**src/rtl/transition_collector_pkg.sv**
```systemverilog
// -----------------------------------------------------------------------------
// transition_collector_pkg
// Shared definitions for the DQN datapath blocks: FSM state encoding of the
// transition collector and the default parameter values.
// -----------------------------------------------------------------------------
package transition_collector_pkg;

  localparam int TC_DATA_WIDTH        = 32;
  localparam int TC_ACTION_WIDTH      = 2;
  localparam int TC_MAX_EPISODE_STEPS = 200;
  localparam int TC_COUNT_WIDTH       = 16;

  typedef enum logic [2:0] {
    ST_IDLE      = 3'd0,
    ST_WAIT_INIT = 3'd1,
    ST_OBSERVE   = 3'd2,
    ST_WAIT_ACT  = 3'd3,
    ST_WAIT_ENV  = 3'd4,
    ST_EMIT      = 3'd5
  } tc_state_e;

endpackage : transition_collector_pkg

```
**src/rtl/transition_collector.sv**
```systemverilog
// -----------------------------------------------------------------------------
// transition_collector
// Drives one environment episode at a time and collects
// (state, action, reward, next state, done) tuples for replay memory.
//
// Ports
//   clk, rst_n                 clock, asynchronous active-low reset
//   i_enable                   allows a new episode to start (sampled in IDLE)
//   i_env_valid/state/reward/done  environment observation
//   o_env_reset                one-cycle pulse: reset the environment
//   o_env_action_valid/action  one-cycle pulse: apply action to environment
//   o_obs_valid/o_obs_state    one-cycle pulse: current state to the agent
//   i_act_valid/i_action       agent's chosen action
//   o_valid + tuple outputs    one-cycle pulse: transition to replay memory
//   o_step_count               steps taken in the current episode
//   o_episode_count            completed episodes (wraps at 2^16)
// -----------------------------------------------------------------------------
module transition_collector
  import transition_collector_pkg::*;
#(
  parameter int DATA_WIDTH        = TC_DATA_WIDTH,
  parameter int ACTION_WIDTH      = TC_ACTION_WIDTH,
  parameter int MAX_EPISODE_STEPS = TC_MAX_EPISODE_STEPS
) (
  input  logic                    clk,
  input  logic                    rst_n,
  input  logic                    i_enable,
  input  logic                    i_env_valid,
  input  logic [DATA_WIDTH-1:0]   i_env_state_0,
  input  logic [DATA_WIDTH-1:0]   i_env_state_1,
  input  logic [DATA_WIDTH-1:0]   i_env_reward,
  input  logic                    i_env_done,
  output logic                    o_env_reset,
  output logic                    o_env_action_valid,
  output logic [ACTION_WIDTH-1:0] o_env_action,
  output logic                    o_obs_valid,
  output logic [DATA_WIDTH-1:0]   o_obs_state_0,
  output logic [DATA_WIDTH-1:0]   o_obs_state_1,
  input  logic                    i_act_valid,
  input  logic [ACTION_WIDTH-1:0] i_action,
  output logic                    o_valid,
  output logic [DATA_WIDTH-1:0]   o_current_state_0,
  output logic [DATA_WIDTH-1:0]   o_current_state_1,
  output logic [ACTION_WIDTH-1:0] o_action,
  output logic [DATA_WIDTH-1:0]   o_reward,
  output logic [DATA_WIDTH-1:0]   o_next_state_0,
  output logic [DATA_WIDTH-1:0]   o_next_state_1,
  output logic                    o_done,
  output logic [15:0]             o_step_count,
  output logic [15:0]             o_episode_count
);

  localparam logic [15:0] MaxSteps = 16'(MAX_EPISODE_STEPS);

  tc_state_e state_q, state_d;

  // Current state seen by the agent and the action it picked for it.
  logic [DATA_WIDTH-1:0]   cur_0_q, cur_1_q;
  logic [ACTION_WIDTH-1:0] act_q;

  // Pulse registers.
  logic env_reset_q, env_act_valid_q, valid_q;

  // Tuple output registers: loaded once per step and held between pulses,
  // independent of cur_*_q which advances in EMIT.
  logic [DATA_WIDTH-1:0]   out_cur_0_q, out_cur_1_q;
  logic [ACTION_WIDTH-1:0] out_act_q;
  logic [DATA_WIDTH-1:0]   out_rew_q;
  logic [DATA_WIDTH-1:0]   out_nxt_0_q, out_nxt_1_q;
  logic                    out_done_q;

  logic [15:0] step_q, episode_q;
  logic [15:0] step_inc;

  // Handshake strobes, each only meaningful in its own state.
  logic start_fire, init_fire, act_fire, env_fire, emit_fire;

  always_comb begin
    start_fire = (state_q == ST_IDLE)      && i_enable;
    init_fire  = (state_q == ST_WAIT_INIT) && i_env_valid;
    act_fire   = (state_q == ST_WAIT_ACT)  && i_act_valid;
    env_fire   = (state_q == ST_WAIT_ENV)  && i_env_valid;
    emit_fire  = (state_q == ST_EMIT);
    step_inc   = step_q + 16'd1;
  end

  // ---------------------------------------------------------------------------
  // FSM
  // ---------------------------------------------------------------------------
  always_ff @(posedge clk or negedge rst_n) begin
    if (!rst_n) state_q <= ST_IDLE;
    else        state_q <= state_d;
  end

  always_comb begin
    state_d = state_q;
    unique case (state_q)
      ST_IDLE:      if (i_enable)    state_d = ST_WAIT_INIT;
      ST_WAIT_INIT: if (i_env_valid) state_d = ST_OBSERVE;
      ST_OBSERVE:                    state_d = ST_WAIT_ACT;
      ST_WAIT_ACT:  if (i_act_valid) state_d = ST_WAIT_ENV;
      ST_WAIT_ENV:  if (i_env_valid) state_d = ST_EMIT;
      ST_EMIT:      state_d = out_done_q ? ST_IDLE : ST_OBSERVE;
      default:      state_d = ST_IDLE;
    endcase
  end

  // ---------------------------------------------------------------------------
  // Datapath
  // ---------------------------------------------------------------------------
  always_ff @(posedge clk or negedge rst_n) begin
    if (!rst_n) begin
      cur_0_q         <= '0;
      cur_1_q         <= '0;
      act_q           <= '0;
      env_reset_q     <= 1'b0;
      env_act_valid_q <= 1'b0;
      valid_q         <= 1'b0;
      out_cur_0_q     <= '0;
      out_cur_1_q     <= '0;
      out_act_q       <= '0;
      out_rew_q       <= '0;
      out_nxt_0_q     <= '0;
      out_nxt_1_q     <= '0;
      out_done_q      <= 1'b0;
      step_q          <= '0;
      episode_q       <= '0;
    end else begin
      env_reset_q     <= start_fire;
      env_act_valid_q <= act_fire;
      // o_valid rises in the EMIT cycle, together with the freshly loaded tuple.
      valid_q         <= env_fire;

      if (init_fire) begin
        cur_0_q <= i_env_state_0;
        cur_1_q <= i_env_state_1;
      end

      if (act_fire) act_q <= i_action;

      if (env_fire) begin
        out_cur_0_q <= cur_0_q;
        out_cur_1_q <= cur_1_q;
        out_act_q   <= act_q;
        out_rew_q   <= i_env_reward;
        out_nxt_0_q <= i_env_state_0;
        out_nxt_1_q <= i_env_state_1;
        // Hitting the step limit truncates the episode as if the env ended it.
        out_done_q  <= i_env_done | (step_inc == MaxSteps);
        step_q      <= step_inc;
      end

      if (emit_fire) begin
        if (out_done_q) begin
          step_q    <= '0;
          episode_q <= episode_q + 16'd1;
        end else begin
          cur_0_q <= out_nxt_0_q;
          cur_1_q <= out_nxt_1_q;
        end
      end
    end
  end

  // ---------------------------------------------------------------------------
  // Outputs
  // ---------------------------------------------------------------------------
  always_comb begin
    o_env_reset        = env_reset_q;
    o_env_action_valid = env_act_valid_q;
    o_env_action       = act_q;
    o_obs_valid        = (state_q == ST_OBSERVE);
    o_obs_state_0      = cur_0_q;
    o_obs_state_1      = cur_1_q;
    o_valid            = valid_q;
    o_current_state_0  = out_cur_0_q;
    o_current_state_1  = out_cur_1_q;
    o_action           = out_act_q;
    o_reward           = out_rew_q;
    o_next_state_0     = out_nxt_0_q;
    o_next_state_1     = out_nxt_1_q;
    o_done             = out_done_q;
    o_step_count       = step_q;
    o_episode_count    = episode_q;
  end

endmodule : transition_collector

```
**config.mk**
```make
export PLATFORM = sky130hd
export DESIGN_NAME = transition_collector
export DESIGN_NICKNAME = d
export VERILOG_FILES = /design/src/rtl/transition_collector_pkg.sv /design/src/rtl/transition_collector.sv
export SDC_FILE = /design/constraint.sdc
export NUM_CORES = 1
export LEC_CHECK = 0
export BUFFER_PORTS_ARGS = -buffer_cell sky130_fd_sc_hd__buf_2
export CAP_MARGIN = 5
export CORE_MARGIN = 2
export CORE_UTILIZATION = 30
export DETAILED_ROUTE_END_ITERATION = 12
export GPL_ROUTABILITY_DRIVEN = 1
export PLACE_DENSITY = 0.49
export SLEW_MARGIN = 20
export SYNTH_ARGS = -nofsm -noshare
export SYNTH_HDL_FRONTEND = slang
export SYNTH_SLANG_ARGS = --single-unit
export TNS_END_PERCENT = 20
```
**constraint.sdc**
```tcl
create_clock -name clk -period 2.6 [get_ports clk]
set_clock_uncertainty 0.15 [all_clocks]
set_input_delay 0.78 -clock clk [delete_from_list [all_inputs] [get_ports clk]]
set_output_delay 0.78 -clock clk [all_outputs]
set_load 0.01 [all_outputs]
```
## Word level (Yosys, flattened, before mapping)

Index checks and enable logic that the tools add are counted.
W data, S select, Z words.

| storage, ports and cells | value |
|---|---|
| word-level logic and storage cells | 51 |
| input port bits | 104 |
| bits in registers | 267 |
| output and inout bits | 265 |

| operators by class | value |
|---|---|
| bitwise gates (word level) | 1 |
| $add $sub $neg | 2 |
| equality and inequality tests | 10 |
| reduce and logical (&&, ||, !) cells | 7 |
| multiplexer cells | 15 |

Operator list:

| kind | count |
|---|---|
| $mux W32 | 6 |
| $mux W16 | 3 |
| $add A16 B1 Y16 const B | 2 |
| $pmux W3 S6 | 1 |
| $eq A16 B8 Y1 const B | 1 |
| $mux W3 | 4 |
| $ne A2 B2 Y1 const B | 4 |
| $eq A3 B2 Y1 const B | 2 |
| $eq A3 B3 Y1 const B | 2 |
| $logic_and A1 B1 Y1 | 4 |
| $reduce_and A4 Y1 | 1 |
| $eq A3 B1 Y1 const B | 1 |
| $logic_not A3 Y1 | 1 |
| $mux W2 | 1 |
| $reduce_and A2 Y1 | 1 |
| $or A1 B1 Y1 | 1 |

## Longest topological paths before layout

Gate-level depths: netlist of run 1.

| depth | value |
|---|---|
| word-level depth | 5 |
| depth in mapped cells | 8 |
| mapped depth without buffers | 7 |

## Least setup slack after synthesis of run 1

Ideal clock, no wire load.

| path | value |
|---|---|
| kind | reg2reg |
| start | register step_q[0], in the netlist o_step_count[0] |
| end | register out_done_q, in the netlist o_done |
| arrival | 2135 ps |
| stages on the path, launching flop included | 9 |
| data required time | 2358 ps |
| path slack | 223 ps |
| path buffers | 1 |
| setup time | 92 ps |
| period minus slack after synthesis | 2377 ps |
| path through | dfrtp_1 > ha_1 > buf_6 > nand4_1 > nor3_1 > mux2_2 > a2111oi_4 > nand3_1 > o31ai_2 |

| between the ends | value |
|---|---|
| word-level cells in the longest chain between the ends | 3 |

Ends and longest elaborated chain:

| element | line | RTL |
|---|---|---|
| start: declaration | transition_collector.sv:72 | `logic [15:0] step_q, episode_q;` |
| start signal: assignment | transition_collector.sv:150 | `step_q <= step_inc;` |
| $add A16 B1 Y16 | transition_collector.sv:84 | `step_inc = step_q + 16'd1;` |
| $eq A16 B8 Y1 | transition_collector.sv:149 | `out_done_q <= i_env_done \| (step_inc == MaxSteps);` |
| $or A1 B1 Y1 | transition_collector.sv:149 |  |
| end signal: assignment | transition_collector.sv:149 |  |
| end: declaration | transition_collector.sv:70 | `logic out_done_q;` |

No other way between the ends.
A chain may end at the register's enable or synchronous reset.

## Final worst setup path of run 1

| path | value |
|---|---|
| start | register state_q[1] |
| end | output port o_obs_valid |

| between the ends | value |
|---|---|
| word-level cells in the longest chain between the ends | 1 |

Ends and longest elaborated chain:

| element | line | RTL |
|---|---|---|
| start: declaration | transition_collector.sv:55 | `tc_state_e state_q, state_d;` |
| start signal: assignment | transition_collector.sv:92 | `else state_q <= state_d;` |
| $eq A3 B2 Y1 | transition_collector.sv:172 | `o_obs_valid = (state_q == ST_OBSERVE);` |
| end: declaration | transition_collector.sv:36 | `output logic o_obs_valid,` |

No other way between the ends.

==> impl_metrics.py, run 1 <==
metrics = {
    "run_status": {
        "status": "complete, no violations",
    },
    "cells_and_area": {
        "regArea_mm2": 0.00668,
        "final_common_cell": "nand2_1",
        "fill_cells": 3680,
        "layout-drive-gt1-share": 0.296,
        "nNetsFinal": 1644,
        "area_delta_synth_final_pct": 32.5,
        "layout_common_cells": "nand2_1, buf_2, dfrtp_1",
        "multiInputGateArea_mm2": 0.00409,
    },
    "worst_setup_path": {
        "arrival_ps": 1570,
        "slowest_stage": "dfrtp_1",
        "cpLargestDelayFamily": "flip-flops",
        "cp_max_fo": 10,
        "critPathKind": "register to output pin",
        "critical_path_buf_inv_count": 1,
        "crit_required_ps": 1670,
        "max_stage_delay_ps": 580,
        "cp_cell_sequence": "nand2b_1 -> nor2_1 -> buf_2",
        "startpoint_type": "register",
        "crit_path_end_kind": "output pin",
    },
    "grt": {
        "grt_use_total": 0.170,
        "grt_pass1_wl_um": 52800,
        "grt_pass1_vias": 9294,
        "grt_start_max_net_pins": 87,
        "overflow": 0,
        "antenna_found_initial": 3,
    },
    "logic_synthesis": {
        "ys_top_cells_by_area": "dfrtp_1, nand2_1, mux2i_1",
        "seq_area_frac_synth": 0.603,
        "synth_top_area_frac": 0.603,
        "synth.yosys.warnings": 0,
        "syn_avg_cell_area_um2": 9.44,
        "yosysTopAreaCell": "dfrtp_1",
        "syn-num-nets": 1281,
        "netlist_instances": 1174,
        "syn_area_mm2": 0.0111,
        "yosysUniqueCellTypes": 45,
        "ys_ff_latch": 267,
    },
    "clock_network": {
        "cts_tree": "done",
        "clkSinkCount": 267,
        "cts.path.max_buffers": 3,
        "htree_levels": 1,
        "root_buffer": "clkbuf_16",
        "postCtsSetupBuffers": 0,
        "cts_made_buffers": 31,
        "path_clk_slew_ps": 60,
        "clk_latency_ps": 570,
    },
    "floorplanning": {
        "die_y_um": 196,
        "ios": 369,
        "chipWidth_um": 196,
        "start_util": 0.303,
        "die-area_mm2": 0.0385,
        "rows": 70,
        "fp.coreArea_mm2": 0.0365,
    },
    "drt": {
        "ant_nets": 0,
        "route.detailed.drc": 0,
        "wl_per_cell_um": 16.2,
        "drt-vias-per-instance": 4.54,
        "first_pass_iters": 5,
        "route.vias.total": 9221,
        "drtIter0Drc": 364,
        "wl_um": 32900,
    },
    "sta": {
        "tightest_slew_ps": 487,
        "tns_ps": 0,
        "slew_headroom": 0.675,
        "fmax_mhz": 400,
        "post-route-min-period_ps": 2500,
        "hold_viol_final": 0,
        "rsz0062_at_grt": "false",
        "setup_viol": 0,
        "holdWs_ps": 250,
        "fin_crit_sh": 0.961,
        "slew_viol_final": 0,
    },
    "power_and_ir_drop": {
        "powerDensity_mw_per_mm2": 1160,
        "cellLeakagePower_nw": 7.89,
        "peakVddDrop_mv": 0.612,
    },
    "worst_hold_path": {
        "hp-class": "primary input to register",
    },
    "placed_design": {
        "gp_congestion": 0.779,
        "hpwl_um": 22600,
        "portBuffers": 368,
    },
    "run": {
        "cap_violations": 0,
    },
}
[cell usage after synthesis, drive strengths merged]
library cell / n
xnor2: 16
a2111oi: 1
nor3: 7
or2: 1
and4b: 1
a22o: 1
nand2b: 1
clkbuf: 32
nand2: 576
a21oi: 4
a31oi: 1
o32ai: 1
nor4bb: 1
nand4b: 2
or3: 2
nor2: 27
nand3b: 1
xor2: 16
a31o: 1
nor4b: 2
a41oi: 1
o21ai: 66
a221oi: 1
nor3b: 1
nor4: 2
inv: 6
nand3: 16
o31ai: 2
and3: 7
ha: 3
dfrtp: 267
mux2: 2
mux2i: 66
nand4: 7
buf: 33
[what timing repair did]
| action | in CTS | in global routing |
|---|---|---|
| hold endpoints to repair | 28 | 0 |
| endpoints found under the setup margin | 0 | 1 |
| gates resized for setup | 0 | 1 |
| hold buffers | 1 | 0 |
[cells by family (layout without fill, tap and decap cells)]
logic type,Yosys count,count (layout),share of synthesized area
AO/OA/AOI/OAI,79,79,0.0404
XOR/XNOR,32,32,0.0253
AND/OR/NAND/NOR,654,654,0.236
flip-flops,267,267,0.603
adder cells (fa/ha/maj),3,3,0.00339
multiplexers,68,68,0.0617
buffers and inverters,71,457,0.0302
other,0,2,0
[per-stage QoR]
step / power [mW] / utilization / setup slack [ps] / instances / area, um2
floorplan: 9.78 / - / 223 / 1174 / 11100
global placement: 12.6 / 0.373 / 308 / 1971 / 13600
detailed placement: 12.7 / 0.373 / 213 / 1971 / 13600
finish: 17.0 / 0.402 / 100 / 2030 / 14700
global route: 18.2 / 0.402 / 25.5 / 2030 / 14700
CTS: 17.3 / 0.402 / 31.8 / 2028 / 14700
[metal layers]
| layer | share of wire | track usage | wire (um) | vias up |
|---|---|---|---|---|
| li1 | - | - | - | 4470 |
| met1 | 0.45 | 0.228 | 14900 | 4414 |
| met2 | 0.45 | 0.268 | 14800 | 278 |
| met5 | 0.00052 | 0 | 17 | - |
| met3 | 0.069 | 0.0449 | 2280 | 57 |
| met4 | 0.026 | 0.0516 | 864 | 2 |
[worst min-delay path: cells and delay by family]
| kind | cells | cell delay (ps) |
|---|---|---|
| simple gates | 2 | 80 |
| buf+inv | 1 | 70 |
[cell type report]
| cell class | count | area share |
|---|---|---|
| Antenna cell | 2 | 0.000341 |
| Timing Repair Buffer | 395 | 0.152 |
| Tap cell | 468 | 0.0399 |
| Sequential cell | 267 | 0.455 |
| Clock buffer | 46 | 0.0628 |
| Clock inverter | 10 | 0.00895 |
| Multi-Input combinational cell | 836 | 0.279 |
| Inverter | 6 | 0.00188 |
[state kept, by name, indices dropped and copies added (netlist names)]
signal,cells
o_current_state_0,32
o_current_state_1,32
o_next_state_0,32
o_next_state_1,32
o_obs_state_0,32
o_obs_state_1,32
o_reward,32
o_episode_count,16
o_step_count,16
state_q,3
o_action,2
o_env_action,2
o_done,1
o_env_action_valid,1
o_env_reset,1
o_valid,1
[worst paths after layout]
path / from / endpoint / slack [ps] / cells past startpoint
worst max-delay path: state_q[1]$_DFFE_PN0P_ / o_obs_valid / 100 / 3
worst min-delay path: i_env_reward[27] / o_reward[27]$_DFFE_PN0P_ / 250 / 3
worst max register to register: o_step_count[0]$_DFF_PN0_ / o_done$_DFFE_PN0P_ / 240 / 7
worst min register to register: o_current_state_1[15]$_DFFE_PN0P_ / o_current_state_1[15]$_DFFE_PN0P_ / 320 / 2
max in group asynchronous: rst_n / o_reward[18]$_DFFE_PN0P_ / 1070 / 3
min in group asynchronous: rst_n / o_episode_count[13]$_DFFE_PN0P_ / 540 / 2
[report_power, final]
| part | switching (mW) | internal, mW |
|---|---|---|
| combinational | 3.15 | 2.30 |
| clock | 1.74 | 2.73 |
| sequential | 1.27 | 5.83 |
| total | 6.17 | 10.9 |
Power figures use the tool's default switching activity.
==> inputs of run 2 (changes only) <==
CORE_ASPECT_RATIO = 2   (was default)
clock period = 2.3 ns   (was 2.6 ns; I/O delays follow)
==> run 2 against run 1 <==
Compared with the run above: global-route usage grew 0.85 points; sequential share of layout area is 0.15 points higher; setup slack worse by 25 ps; die area up 0.24%; first-iteration DRC count is 16% lower; via count is 0.82% higher; final cell count is 0.20% lower; critical path type unchanged.
==> impl_metrics.py, run 2 (synthesized netlist as in run 1, its figures left out) <==
metrics = {
    "run_status": {
        "status": "complete, no violations",
    },
    "power_and_ir_drop": {
        "p_clk_frac": 0.242,
        "seqPwrFrac": 0.420,
        "peakVddDrop_mv": 0.754,
        "intPower_mw": 11.9,
        "cellLeakagePower_nw": 7.90,
        "p_total_mw": 18.9,
        "p_sw_frac": 0.372,
        "power_frac_comb": 0.337,
        "powerDensity_mw_per_mm2": 1290,
        "power.switching_mw": 7.03,
    },
    "drt": {
        "wl_um": 35500,
        "first_pass_iters": 7,
        "drtIter0Drc": 305,
        "drt-vias-per-instance": 4.59,
        "route.detailed.drc": 0,
        "route.vias.total": 9297,
        "wl_per_cell_um": 17.5,
        "ant_nets": 0,
    },
    "cells_and_area": {
        "fin_area_mm2": 0.0146,
        "final_util": 0.402,
        "final_common_cell": "nand2_1",
        "nNetsFinal": 1655,
        "area_delta_synth_final_pct": 32.1,
        "final_cells": 2026,
        "layout-drive-gt1-share": 0.305,
        "layout_common_cells": "nand2_1, buf_2, dfrtp_1",
    },
    "floorplanning": {
        "start_util": 0.304,
        "die-area_mm2": 0.0386,
        "rows": 99,
        "fp.coreArea_mm2": 0.0364,
        "die_y_um": 276,
        "chipWidth_um": 140,
        "ios": 369,
    },
    "grt": {
        "grt_use_total": 0.178,
        "grt_pass1_wl_um": 54500,
        "grt_start_max_net_pins": 89,
        "antenna_found_initial": 5,
        "grt_pass1_vias": 9430,
        "overflow": 0,
    },
    "clock_network": {
        "clk_latency_ps": 540,
        "cts_made_buffers": 26,
        "cts_tree": "done",
        "cts.path.max_buffers": 3,
        "root_buffer": "clkbuf_16",
        "htree_levels": 1,
        "path_clk_slew_ps": 70,
        "clkSinkCount": 267,
    },
    "placed_design": {
        "gp_congestion": 0.820,
        "placed_cell_area_mm2": 0.0137,
        "dpl.cell_count": 1970,
        "place_ws_ps": -122,
        "hpwl_um": 25200,
        "portBuffers": 368,
    },
    "worst_setup_path": {
        "r2r_end": "o_done$_DFFE_PN0P_",
        "cp-endpoint": "o_obs_valid",
        "startpoint_type": "register",
        "critical_path_buf_inv_count": 1,
        "reg2reg_depth": 7,
        "cp_max_fo": 2,
        "crit_required_ps": 1460,
        "arrival_ps": 1380,
        "rr_startpoint": "o_step_count[0]$_DFF_PN0_",
        "rrSetupSlack_ps": 150,
        "cpLargestDelayFamily": "flip-flops",
        "startpoint": "state_q[2]$_DFFE_PN0P_",
        "critical_path_depth": 3,
        "critPathKind": "register to output pin",
        "cp_cell_sequence": "nand2b_1 -> nor2_2 -> buf_2",
        "max_stage_delay_ps": 420,
        "crit_path_end_kind": "output pin",
        "slowest_stage": "dfrtp_2",
    },
    "run": {
        "cap_violations": 0,
    },
    "sta": {
        "hold_viol_final": 0,
        "fmax_mhz": 450,
        "rsz0062_at_grt": "false",
        "tightest_slew_ps": 458,
        "post-route-min-period_ps": 2220,
        "tns_ps": 0,
        "holdWs_ps": 181,
        "layout_setup_ws_ps": 75.8,
        "fin_crit_sh": 0.967,
        "setup_viol": 0,
        "slew_viol_final": 0,
        "slew_headroom": 0.694,
    },
    "worst_hold_path": {
        "hp-class": "primary input to register",
    },
}
run 2: changes by cell type in the layout (fill, tap and decap cells not counted), moves of 3 or more:
cell and delta:
clkbuf_8 -3, buf_4 +18, diode_2 +3, clkbuf_16 -4, clkbuf_1 -5
run 2: how the worst min path moves through the flow:
stage,from,to,slack [ps],cells after the start
after CTS,i_env_reward[8],o_reward[8]$_DFFE_PN0P_,150,3
after global placement,o_reward[27]$_DFFE_PN0P_,o_reward[27]$_DFFE_PN0P_,300,2
after global routing,i_env_reward[11],o_reward[11]$_DFFE_PN0P_,160,3
final,i_env_reward[8],o_reward[8]$_DFFE_PN0P_,180,3
after detailed placement,o_reward[7]$_DFFE_PN0P_,o_reward[7]$_DFFE_PN0P_,310,2
after floorplan,rst_n,o_action[0]$_DFFE_PN0P_,240,0
run 2: power by group through the flow:
stage / registers, mW / clock network, mW / logic [mW]
2_1_floorplan: 8.67 / 0 / 2.39
6_report: 7.95 / 4.58 / 6.38
3_5_place_dp: 8.08 / 0 / 6.44
3_3_place_gp: 8.02 / 0 / 6.31
5_1_grt: 8.22 / 4.94 / 7.09
4_1_cts: 7.98 / 4.78 / 6.53
run 2: what timing repair did:
action	in CTS	in global routing
gates resized for setup	3	0
setup endpoints to repair	1	0
hold buffers	1	0
buffers inserted	3	0
hold endpoints to repair	31	0
run 2: metal layers:
metal | wire (um) | track usage | up-vias
met1 | 13100 | 0.194 | 4470
met5 | 0 | 0 | -
met4 | 1070 | 0.0666 | 0
met2 | 19400 | 0.340 | 300
met3 | 1960 | 0.0323 | 44
li1 | - | - | 4483
run 2: cell type report:
type | instances | area [um2]
clock inverter | 13 | 154
inverter | 6 | 27.5
timing repair buffer | 411 | 2330
fill | 3711 | 21800
antenna | 5 | 12.5
tap | 454 | 568
sequential | 267 | 6690
clock buffer | 34 | 762
multi-input combinational | 836 | 4100
run 2: tightest hold or removal path: stages:
cell and delay (ps):
buf_2 70, nand2_1 40, nand2_1 40
==> inputs of run 3 (changes only) <==
REMOVE_ABC_BUFFERS = 1   (was default)
==> run 3 against run 2 <==
Compared with the run above: highest routed layer unchanged; global-route usage fell by 0.30 points; cell area decreased by 0.82%; worst hold slack improved by 6.7 ps; final cell count hardly changed.
==> impl_metrics.py, run 3 (synthesized netlist as in run 1, its figures left out) <==
metrics = {
    "worst_setup_path": {
        "critPathKind": "register to output pin",
        "cp_cell_sequence": "buf_4 -> nor2_2 -> buf_2",
        "startpoint_type": "register",
        "slowest_stage": "dfrtp_1",
        "crit_path_end_kind": "output pin",
        "max_stage_delay_ps": 440,
        "cp_max_fo": 6,
        "crit_required_ps": 1460,
        "rrSetupSlack_ps": 170,
        "arrival_ps": 1400,
    },
    "drt": {
        "route.vias.total": 9289,
        "wl_per_cell_um": 17.2,
        "ant_nets": 0,
        "wl_um": 34900,
        "drt-vias-per-instance": 4.59,
        "first_pass_iters": 4,
        "route.detailed.drc": 0,
        "drtIter0Drc": 393,
    },
    "grt": {
        "grt_pass1_vias": 9306,
        "grt_start_max_net_pins": 115,
        "use_met2": 0.332,
        "top_usage_layer": "met2",
        "grt_pass1_wl_um": 53600,
        "grt_util_met1": 0.192,
        "grtUsageMet3": 0.0267,
        "overflow": 0,
        "antenna_found_initial": 6,
        "grt_use_total": 0.175,
    },
    "sta": {
        "fin_crit_sh": 0.973,
        "hold_viol_final": 0,
        "rsz0062_at_grt": "false",
        "holdWs_ps": 187,
        "slew_headroom": 0.609,
        "post-route-min-period_ps": 2240,
        "tns_ps": 0,
        "fmax_mhz": 447,
        "slew_viol_final": 0,
        "layout_setup_ws_ps": 62.4,
        "setup_viol": 0,
        "tightest_slew_ps": 586,
    },
    "power_and_ir_drop": {
        "seqPwrFrac": 0.431,
        "p_clk_frac": 0.218,
        "intPower_mw": 11.4,
        "p_sw_frac": 0.376,
        "p_total_mw": 18.3,
        "powerDensity_mw_per_mm2": 1260,
        "power.switching_mw": 6.90,
        "cellLeakagePower_nw": 7.84,
        "power_frac_comb": 0.351,
        "peakVddDrop_mv": 0.680,
    },
    "cells_and_area": {
        "area_delta_synth_final_pct": 31.0,
        "layout-drive-gt1-share": 0.299,
        "final_util": 0.399,
        "nNetsFinal": 1658,
        "layout_common_cells": "nand2_1, buf_2, dfrtp_1",
        "final_common_cell": "nand2_1",
    },
    "clock_network": {
        "htree_levels": 1,
        "clk_latency_ps": 540,
        "path_clk_slew_ps": 60,
        "root_buffer": "clkbuf_16",
        "cts_tree": "done",
        "cts_made_buffers": 25,
        "cts.path.max_buffers": 3,
        "clkSinkCount": 267,
    },
    "run_status": {
        "status": "complete, no violations",
    },
    "floorplanning": {
        "fp.coreArea_mm2": 0.0364,
        "die-area_mm2": 0.0386,
        "start_util": 0.304,
        "ios": 369,
        "chipWidth_um": 140,
        "die_y_um": 276,
        "rows": 99,
    },
    "placed_design": {
        "hpwl_um": 24800,
        "gp_congestion": 0.828,
        "portBuffers": 368,
        "place_ws_ps": 48.0,
    },
    "worst_hold_path": {
        "hp-class": "primary input to register",
    },
    "run": {
        "cap_violations": 0,
    },
}
[run 3: changes by cell type in the layout (fill, tap and decap cells not counted), sizes merged]
cell    before  now
buf        410  414
bufinv       3    0
inv          7    6
diode        5    6
clkinv       8    2
clkbuf      34   38
[run 3: per-layer routing]
layer | vias up | wire length (um)
met5 | - | 0
met4 | 0 | 1320
met3 | 57 | 1550
met2 | 242 | 19200
met1 | 4500 | 12800
li1 | 4490 | -
[run 3: layout make-up]
type / instances / area, um2
Tap cell: 454 / 568
Clock buffer: 38 / 734
Inverter: 6 / 27.5
Antenna cell: 6 / 15.0
Timing Repair Buffer: 415 / 2360
Multi-Input combinational cell: 836 / 4110
Sequential cell: 267 / 6680
Clock inverter: 3 / 17.5
Fill cell: 3753 / 21900
[run 3: critical path, delay by kind of cell (launching register included)]
kind | cells | cell delay [ps]
flip-flops | 1 | 440
buffers and inverters | 2 | 320
AND/OR/NAND/NOR | 1 | 90
[run 3: path summary, 6_finish.rpt]
check	from	endpoint	cells past startpoint
min in group asynchronous	rst_n	o_env_action[0]$_DFFE_PN0P_	2
worst min-delay path	i_action[1]	o_env_action[1]$_DFFE_PN0P_	3
worst max-delay path	state_q[0]$_DFFE_PN0P_	o_obs_valid	3
worst max register to register	o_step_count[0]$_DFF_PN0_	o_done$_DFFE_PN0P_	7
max in group asynchronous	rst_n	o_obs_state_1[3]$_DFF_PN0_	3
worst min register to register	o_reward[17]$_DFFE_PN0P_	o_reward[17]$_DFFE_PN0P_	2
[run 3: power groups by stage]
stage | Clock, mW | Combinational, mW | Sequential (mW)
2_1_floorplan | 0 | 2.18 | 8.71
3_3_place_gp | 0 | 6.42 | 7.97
3_5_place_dp | 0 | 6.53 | 8.01
4_1_cts | 4.17 | 6.58 | 7.94
5_1_grt | 4.33 | 7.10 | 8.17
6_report | 3.99 | 6.44 | 7.91
[run 3: stage by stage]
stage	instances	cell area [um2]
4_1_cts	2019	14500
3_3_place_gp	1976	13700
5_1_grt	2025	14500
6_report	2025	14500
2_1_floorplan	1109	10800
3_5_place_dp	1976	13700
[run 3: timing repair]
item	4_1_cts	5_1_grt
resized for setup	4	1
hold buffers	1	0
buffers inserted	1	0
endpoints found under the hold margin	24	0
pin swaps	1	2
setup endpoints to repair	1	2
